[src/rtl/ped_pkg.sv]
// ped_pkg: shared definitions for the pedestrian request front end.
//   - ped_state_e : controller state encoding
//   - BCD limits and a two-digit BCD decrement helper that saturates at 00
package ped_pkg;

    typedef enum logic [1:0] {
        IDLE    = 2'd0,
        PENDING = 2'd1,
        LOCKOUT = 2'd2
    } ped_state_e;

    localparam logic [3:0] BCD_DIGIT_MAX = 4'd9;
    localparam logic [7:0] BCD_ZERO      = 8'h00;

    // Two-digit BCD minus one; a zero units digit borrows from the tens.
    function automatic logic [7:0] bcd_dec2(input logic [7:0] v);
        logic [7:0] r;
        if (v == BCD_ZERO) begin
            r = BCD_ZERO;
        end else if (v[3:0] == 4'd0) begin
            r = {v[7:4] - 4'd1, BCD_DIGIT_MAX};
        end else begin
            r = {v[7:4], v[3:0] - 4'd1};
        end
        return r;
    endfunction

endpackage

[src/rtl/bcd_cnt_dn2.sv]
// bcd_cnt_dn2: two-digit BCD down counter, saturating at 00.
// Ports:
//   clk      in   system clock
//   reset    in   synchronous active-low reset (count -> 00)
//   load     in   load load_val this cycle (has priority over en)
//   load_val in 8 BCD value to load
//   en       in   decrement by one this cycle
//   cnt      out 8 current BCD count, tens in [7:4], units in [3:0]
module bcd_cnt_dn2
    import ped_pkg::*;
(
    input  logic       clk,
    input  logic       reset,
    input  logic       load,
    input  logic [7:0] load_val,
    input  logic       en,
    output logic [7:0] cnt
);

    logic [7:0] cnt_q;
    logic [7:0] cnt_d;

    always_comb begin
        cnt_d = cnt_q;
        if (load) begin
            cnt_d = load_val;
        end else if (en) begin
            cnt_d = bcd_dec2(cnt_q);
        end
    end

    always_ff @(posedge clk) begin
        if (!reset) begin
            cnt_q <= BCD_ZERO;
        end else begin
            cnt_q <= cnt_d;
        end
    end

    assign cnt = cnt_q;

endmodule

[src/rtl/ped_req_ctl.sv]
// ped_req_ctl: pedestrian crossing request front end.
// Synchronises and debounces the push button, latches a request until the
// traffic FSM acknowledges it, counts down a BCD maximum-wait display value
// while pending, then enforces a lockout of LOCKOUT_S seconds.
// Optional feature macro: PED_URGENT_EN (drives `urgent`, holds req_led on
// once urgent). Without it `urgent` is tied low.
// Ports:
//   clk       in     system clock
//   reset     in     synchronous active-low reset
//   sec_tick  in     one-cycle pulse per second
//   ped_btn   in     raw asynchronous push button, active high
//   req_ack   in     one-cycle walk-granted pulse from the traffic FSM
//   ped_req   out    request pending level
//   wait_bcd  out 8  remaining wait, BCD tens [7:4] units [3:0]
//   req_led   out    pending indicator, blinks per tick
//   urgent    out    wait expired with request still pending
//
// state   | meaning
// IDLE    | no request, waiting for a debounced press
// PENDING | request latched, counting down wait_bcd, waiting for req_ack
// LOCKOUT | request served, ignoring presses for LOCKOUT_S ticks
module ped_req_ctl
    import ped_pkg::*;
#(
    parameter logic [15:0] DEB_CYCLES = 16'd50000,
    parameter logic [7:0]  MAX_WAIT   = 8'h29,
    parameter logic [3:0]  LOCKOUT_S  = 4'd5
) (
    input  logic       clk,
    input  logic       reset,
    input  logic       sec_tick,
    input  logic       ped_btn,
    input  logic       req_ack,
    output logic       ped_req,
    output logic [7:0] wait_bcd,
    output logic       req_led,
    output logic       urgent
);

    logic        sync1_q, sync2_q;
    logic        deb_q, deb_d, deb_dly_q;
    logic [15:0] deb_cnt_q, deb_cnt_d;
    logic        press;

    ped_state_e  state_q, state_d;
    logic [3:0]  lock_cnt_q, lock_cnt_d;
    logic        ped_req_q, ped_req_d;
    logic        req_led_q, req_led_d;
    logic        bcd_load, bcd_en;
    logic [7:0]  bcd_load_val;
    logic [7:0]  wait_w;

    // Debounce: count consecutive cycles the synced input disagrees.
    always_comb begin
        deb_d     = deb_q;
        deb_cnt_d = deb_cnt_q;
        if (sync2_q == deb_q) begin
            deb_cnt_d = '0;
        end else if (deb_cnt_q == DEB_CYCLES - 16'd1) begin
            deb_d     = sync2_q;
            deb_cnt_d = '0;
        end else begin
            deb_cnt_d = deb_cnt_q + 16'd1;
        end
    end

    assign press = deb_q & ~deb_dly_q;

    always_ff @(posedge clk) begin
        if (!reset) begin
            sync1_q   <= 1'b0;
            sync2_q   <= 1'b0;
            deb_q     <= 1'b0;
            deb_dly_q <= 1'b0;
            deb_cnt_q <= '0;
        end else begin
            sync1_q   <= ped_btn;
            sync2_q   <= sync1_q;
            deb_q     <= deb_d;
            deb_dly_q <= deb_q;
            deb_cnt_q <= deb_cnt_d;
        end
    end

    // State register
    always_ff @(posedge clk) begin
        if (!reset) begin
            state_q <= IDLE;
        end else begin
            state_q <= state_d;
        end
    end

    // Next-state logic; an ack beats a same-cycle tick in PENDING.
    always_comb begin
        state_d = state_q;
        case (state_q)
            IDLE:    if (press) state_d = PENDING;
            PENDING: if (req_ack) state_d = LOCKOUT;
            LOCKOUT: if (sec_tick && (lock_cnt_q <= 4'd1)) state_d = IDLE;
            default: state_d = IDLE;
        endcase
    end

`ifdef PED_URGENT_EN
    logic urgent_q, urgent_d;
`endif

    // Output / datapath control logic
    always_comb begin
        ped_req_d    = ped_req_q;
        req_led_d    = req_led_q;
        lock_cnt_d   = lock_cnt_q;
        bcd_load     = 1'b0;
        bcd_load_val = MAX_WAIT;
        bcd_en       = 1'b0;
`ifdef PED_URGENT_EN
        urgent_d     = 1'b0;
`endif
        case (state_q)
            IDLE: begin
                if (press) begin
                    ped_req_d    = 1'b1;
                    req_led_d    = 1'b1;
                    bcd_load     = 1'b1;
                    bcd_load_val = MAX_WAIT;
                end
            end
            PENDING: begin
                if (req_ack) begin
                    ped_req_d    = 1'b0;
                    req_led_d    = 1'b0;
                    bcd_load     = 1'b1;
                    bcd_load_val = BCD_ZERO;
                    lock_cnt_d   = LOCKOUT_S;
                end else begin
                    bcd_en = sec_tick;
`ifdef PED_URGENT_EN
                    // Looks at the registered count so urgent lags 00 by a cycle.
                    urgent_d = (wait_w == BCD_ZERO);
                    if (urgent_q) begin
                        req_led_d = 1'b1;
                    end else if (sec_tick) begin
                        req_led_d = ~req_led_q;
                    end
`else
                    if (sec_tick) begin
                        req_led_d = ~req_led_q;
                    end
`endif
                end
            end
            LOCKOUT: begin
                if (sec_tick) begin
                    lock_cnt_d = (lock_cnt_q <= 4'd1) ? 4'd0 : lock_cnt_q - 4'd1;
                end
            end
            default: begin
                ped_req_d = 1'b0;
                req_led_d = 1'b0;
            end
        endcase
    end

    always_ff @(posedge clk) begin
        if (!reset) begin
            lock_cnt_q <= '0;
            ped_req_q  <= 1'b0;
            req_led_q  <= 1'b0;
        end else begin
            lock_cnt_q <= lock_cnt_d;
            ped_req_q  <= ped_req_d;
            req_led_q  <= req_led_d;
        end
    end

`ifdef PED_URGENT_EN
    always_ff @(posedge clk) begin
        if (!reset) begin
            urgent_q <= 1'b0;
        end else begin
            urgent_q <= urgent_d;
        end
    end
    assign urgent = urgent_q;
`else
    assign urgent = 1'b0;
`endif

    bcd_cnt_dn2 u_wait_cnt (
        .clk      (clk),
        .reset    (reset),
        .load     (bcd_load),
        .load_val (bcd_load_val),
        .en       (bcd_en),
        .cnt      (wait_w)
    );

    assign ped_req  = ped_req_q;
    assign req_led  = req_led_q;
    assign wait_bcd = wait_w;

endmodule

[config.mk]
export PLATFORM = sky130hd
export DESIGN_NAME = ped_req_ctl
export DESIGN_NICKNAME = d
export VERILOG_FILES = /design/src/rtl/ped_pkg.sv /design/src/rtl/bcd_cnt_dn2.sv /design/src/rtl/ped_req_ctl.sv
export SDC_FILE = /design/constraint.sdc
export NUM_CORES = 1
export LEC_CHECK = 0
export ABC_CLOCK_PERIOD_IN_PS = 1900
export CAP_MARGIN = 15
export CORE_MARGIN = 2
export CORE_UTILIZATION = 50
export CTS_CLUSTER_SIZE = 8
export DETAILED_ROUTE_END_ITERATION = 8
export DONT_BUFFER_PORTS = 1
export PLACE_DENSITY = 0.68
export SYNTH_ARGS = -nofsm -noshare
export SYNTH_HDL_FRONTEND = slang
export SYNTH_SLANG_ARGS = --single-unit
export TNS_END_PERCENT = 100
[constraint.sdc]
create_clock -name clk -period 1.9 [get_ports clk]
set_input_delay 0.38 -clock clk [delete_from_list [all_inputs] [get_ports clk]]
set_output_delay 0.38 -clock clk [all_outputs]
set_load 0.005 [all_outputs]
Yosys cells after proc, flatten, opt, wreduce, memory -nomap -nowiden --
Cells that the tools add are included.
Cells by class: reduce and logical (&&, ||, !) cells 14, add/sub/neg operators 4, equality and inequality tests 9, bitwise gates (word level) 6, muxes and demuxes 25, order comparisons 1
Operators with widths (count):
- $mux W8 | 4
- $add A16 B1 Y16 const B | 1
- $eq A16 B16 Y1 const B | 1
- $mux W4 | 3
- $mux W6 | 2
- $reduce_and A3 Y1 | 4
- $sub A4 B1 Y4 const B | 3
- $logic_not A8 Y1 | 1
- $mux W1 | 8
- $ne A2 B2 Y1 const B | 4
- $pmux W4 S2 | 1
- $mux W2 | 3
- $pmux W1 S3 | 2
- $pmux W2 S3 | 1
- $not A1 Y1 | 5
- $le A4 B1 Y1 const B | 1
- $logic_not A4 Y1 | 1
- $reduce_and A2 Y1 | 2
- $reduce_bool A2 Y1 | 2
- $ne A3 B3 Y1 const B | 1
- $reduce_bool A3 Y1 | 1
- $reduce_or A3 Y1 | 1
- $eq A2 B1 Y1 const B | 1
- $eq A2 B2 Y1 const B | 1
- other kinds (5) | 5
Word-level totals: output and inout port bits 11, flip-flop bits (word level) 36

Longest topological paths before layout --
depth in word-level cells 6, mapped depth 6, gate-level depth less buffers 6

Modules after synthesis --
From an unflattened synthesis, not the netlist that was laid out.
Unflattened totals: cells, all modules 211, area, all modules 1825.5 µm²
By module, submodules not included:
- ped_req_ctl | instances 1, seq. area each 560.5 µm², cells each 148, area each 1271.2 µm²
- bcd_cnt_dn2 | instances 1, seq. area each 160.2 µm², cells each 63, area each 554.3 µm²

Least setup slack after synthesis --
No wires, ideal clock.
kind register to register, start register u_wait_cnt.cnt_q[4], in the netlist u_wait_cnt.cnt[4], end register u_wait_cnt.cnt_q[3], in the netlist u_wait_cnt.cnt[3], arrival time 1572 ps, cell stages (with the launch flop) 7, path slack 216 ps, clock period less this slack 1684 ps, data required time 1788 ps, setup time 112 ps, cells stage by stage dfxtp_1 inv_1 ha_1 nor3b_1 a2111oi_0 nor2_1 a2111oi_1
On the way: word-level cells in the longest chain between the ends 4
Ends and longest elaborated chain:
- start: declaration | RTL line bcd_cnt_dn2.sv:20 | logic [7:0] cnt_q;
- start signal: assignment | RTL line bcd_cnt_dn2.sv:36 | cnt_q <= cnt_d;
- $logic_not A8 Y1 | RTL line ped_pkg.sv:18 | if (v == BCD_ZERO) begin
- $mux W8 | RTL line ped_pkg.sv:18
- $mux W8 | RTL line bcd_cnt_dn2.sv:27 | end else if (en) begin
- $mux W8 | RTL line bcd_cnt_dn2.sv:25 | if (load) begin
No other way between the ends. The select of a mux whose other input is x is not followed. A chain may end at the register's enable or synchronous reset.

Worst setup path in the final report --
start register u_wait_cnt.cnt_q[5], in the netlist u_wait_cnt.cnt[5], end register u_wait_cnt.cnt_q[3], in the netlist u_wait_cnt.cnt[3]
The elaborated chain is that of the path after synthesis.

==> results.cfg <==
[timing]
report.final.slew_viol_count = 0
skew_ps = 14.76
period_share_pct = 91.45
final_hold_viol_count = 0
max_freq_mhz = 575.5
relSlewSlack_pct = 62.82
worstMarginPinSlew_ps = 556.6
setup_viol = 0
rsz0062_at_grt = no
min_period_ps = 1738
setup_tns_ps = 0

[synthesis]
synth_area_leader_cell = dfxtp_1
syn_avg_cell_area_um2 = 8.618
synth_area_leaders = dfxtp_1 41%, nor2_1 8.1%, xnor2_1 6.4%
ys_seq_elements = 36
synth.top_cell.area_share_pct = 40.79
ys_seq_area_share_pct = 40.79
synth-main-ff-cell = dfxtp_1
ys_warn_count = 0
synth_edf_count = 0
syn_inst = 205
syn_nets = 217
synth_area_mm2 = 0.001767
async_reset_ff_share_pct = 0
yosys.cell_types.count = 47

[run_status]
status = finished clean

[route]
drtIter0Drc = 104
postRouteAntennaNets = 0
wl_per_cell_um = 12.98
wl_met2_um = 1690
drc = 0
wl_met3_um = 142
dr.max_layer_used = met4
drt_wl_total_um = 3311
num_vias = 1416
dr.pass1.iters = 4
met1_length_um = 1412
drt-vias-per-instance = 5.553

[clock_network]
cts_tree = built
clkSlewWorstSetupHoldPaths_ps = 110
clk_latency_ps = 340
cts_setup_buffers = 0
root_buffer = clkbuf_4
clock_path_buffers = 2
cts.repair.resized = 0
cts_hold_buf = 0
htreeDepth = 2
cts_buffers = 5
clock_sinks = 36

[placed_design]
hpwl_um = 2447
place_congestion = 0.8324
port-buffer-count = 0

[critical_path]
start_kind = flip-flop
crit_top_cell = a2111oi_1
worstRegToRegCells = 6
critPathArrivalTime_ps = 1970
critPathTopFamily = compound AO/OA/AOI/OAI gates
crit_slowest_cell = dfxtp_1
r2r_slack_ps = 160
end_kind = flip-flop
cp.required_ps = 2140
crit_start = u_wait_cnt.cnt[5]
path_max_fanout = 5
slowest_delay_ps = 380
rr_endpoint = u_wait_cnt.cnt[3]
crit_buf_inv = 1
critical_path_class = reg2reg
endpoint = u_wait_cnt.cnt[3]
timing.rr.start = u_wait_cnt.cnt[5]
cp_cell_sequence = inv_1 > ha_1 > nor3b_1 > a2111oi_1 > nor2_1 > a2111oi_1
crit_cells = 6

[finish]
fin_nets = 220
syn_to_final_growth_pct = 5.453
layout-drive-gt1-share_pct = 7.177
final_cell_mix = 38 x nor2_1, 35 x dfxtp_1, 13 x xnor2_1
regArea_um2 = 721.9
nFillCells = 344
n_antenna_cell = 0
final_util_pct = 55.39
multiInputGateArea_um2 = 957.2
final_common_cell = nor2_1

[worst_hold_path]
min_path_type = in2reg

[floorplanning]
io_pins = 16
fp.coreArea_mm2 = 0.003363
fp.dieW_um = 63.44
die_area_mm2 = 0.004025
die_h_um = 63.44
num_rows = 21
initial_core_util_pct = 52.53

[pwr]
powerDensity_mw_per_mm2 = 641.2
peakVddDrop_uv = 416.2
power_w = 0.001195
p_leak_nw = 0.6844

[grt]
antenna_found_initial = 0
grt_pass1_vias = 1457
track_usage_pct = 18.90
gr-total-overflow = 0
grt_max_degree = 17
grt_pass1_wl_um = 6085

[flow_run]
maxCapViolCount = 0
[registers in the layout, summed over array words and instances (netlist names)]
name and flops:
state_q 2, req_led 1, u_wait_cnt.cnt 8, ped_req 1
deb_dly_q 1, lock_cnt_q 4, deb_cnt_q 16, sync1_q 1
deb_q 1, sync2_q 1
[Yosys cell counts, types with 3 or more instances]
master   count
nand2_1      9
nor3_1       6
ha_1         7
nor2b_1      3
o21ai_0      3
nor4_1       4
nor2_1      38
mux2i_1      5
or3_1        3
nand3_1      9
and2_1       3
inv_1       12
xnor2_1     13
dfxtp_1     36
nand4_1      3
a21oi_1     12
buf_2        3
[through the flow]
step | hold slack, ps | instance area [um^2] | std cells | setup WS (ps)
after CTS | 128.6 | 1861 | 255 | 81.62
after global routing | 133.9 | 1863 | 255 | 6.726
after global placement | 434.6 | 1802 | 247 | 175.8
after detailed placement | 433.3 | 1802 | 247 | 106.6
after floorplan | 411.8 | 1767 | 205 | 215.8
final | 146.7 | 1863 | 255 | 162.5
[how the worst min path moves through the flow]
stage,start,to,cells after the start
2_1_floorplan,sync1_q,sync2_q,1
3_3_place_gp,sync1_q,sync2_q,1
3_5_place_dp,sync1_q,sync2_q,1
4_1_cts,reset,lock_cnt_q[0],1
5_1_grt,reset,lock_cnt_q[0],1
6_report,reset,lock_cnt_q[0],1
[where the power goes]
part | total (W) | switching [W] | internal (W)
sequential | 0.000758 | 0.00000140 | 0.000757
clock | 0.000422 | 0.000239 | 0.000183
combinational | 0.0000151 | 0.0000101 | 0.00000496
[cell type report]
class                           instances  share of cell area [%]
Multi-Input combinational cell        150                   51.38
Sequential cell                        36                   38.75
Inverter                               12                   2.418
Clock buffer                            8                   3.156
Timing Repair Buffer                    3                   1.209
Tap cell                               46                   3.089
[cell families after synthesis]
family          count (synthesis)  synth area share [%]
buf+inv                        19                 5.098
other cells                     1                0.2123
simple gates                   93                 27.76
fa+ha+maj                       7                 4.957
xor+xnor                       15                 7.436
flops                          36                 40.79
mux                             5                 2.833
compound gates                 29                 10.91
[layer usage]
metal  global-route usage, %  up-vias
met2                   32.63       19
met3                   6.964        7
met4                   8.967        0
met5                       0        -
met1                   20.31      678
li1                        -      712
Power figures use the tool's default switching activity.
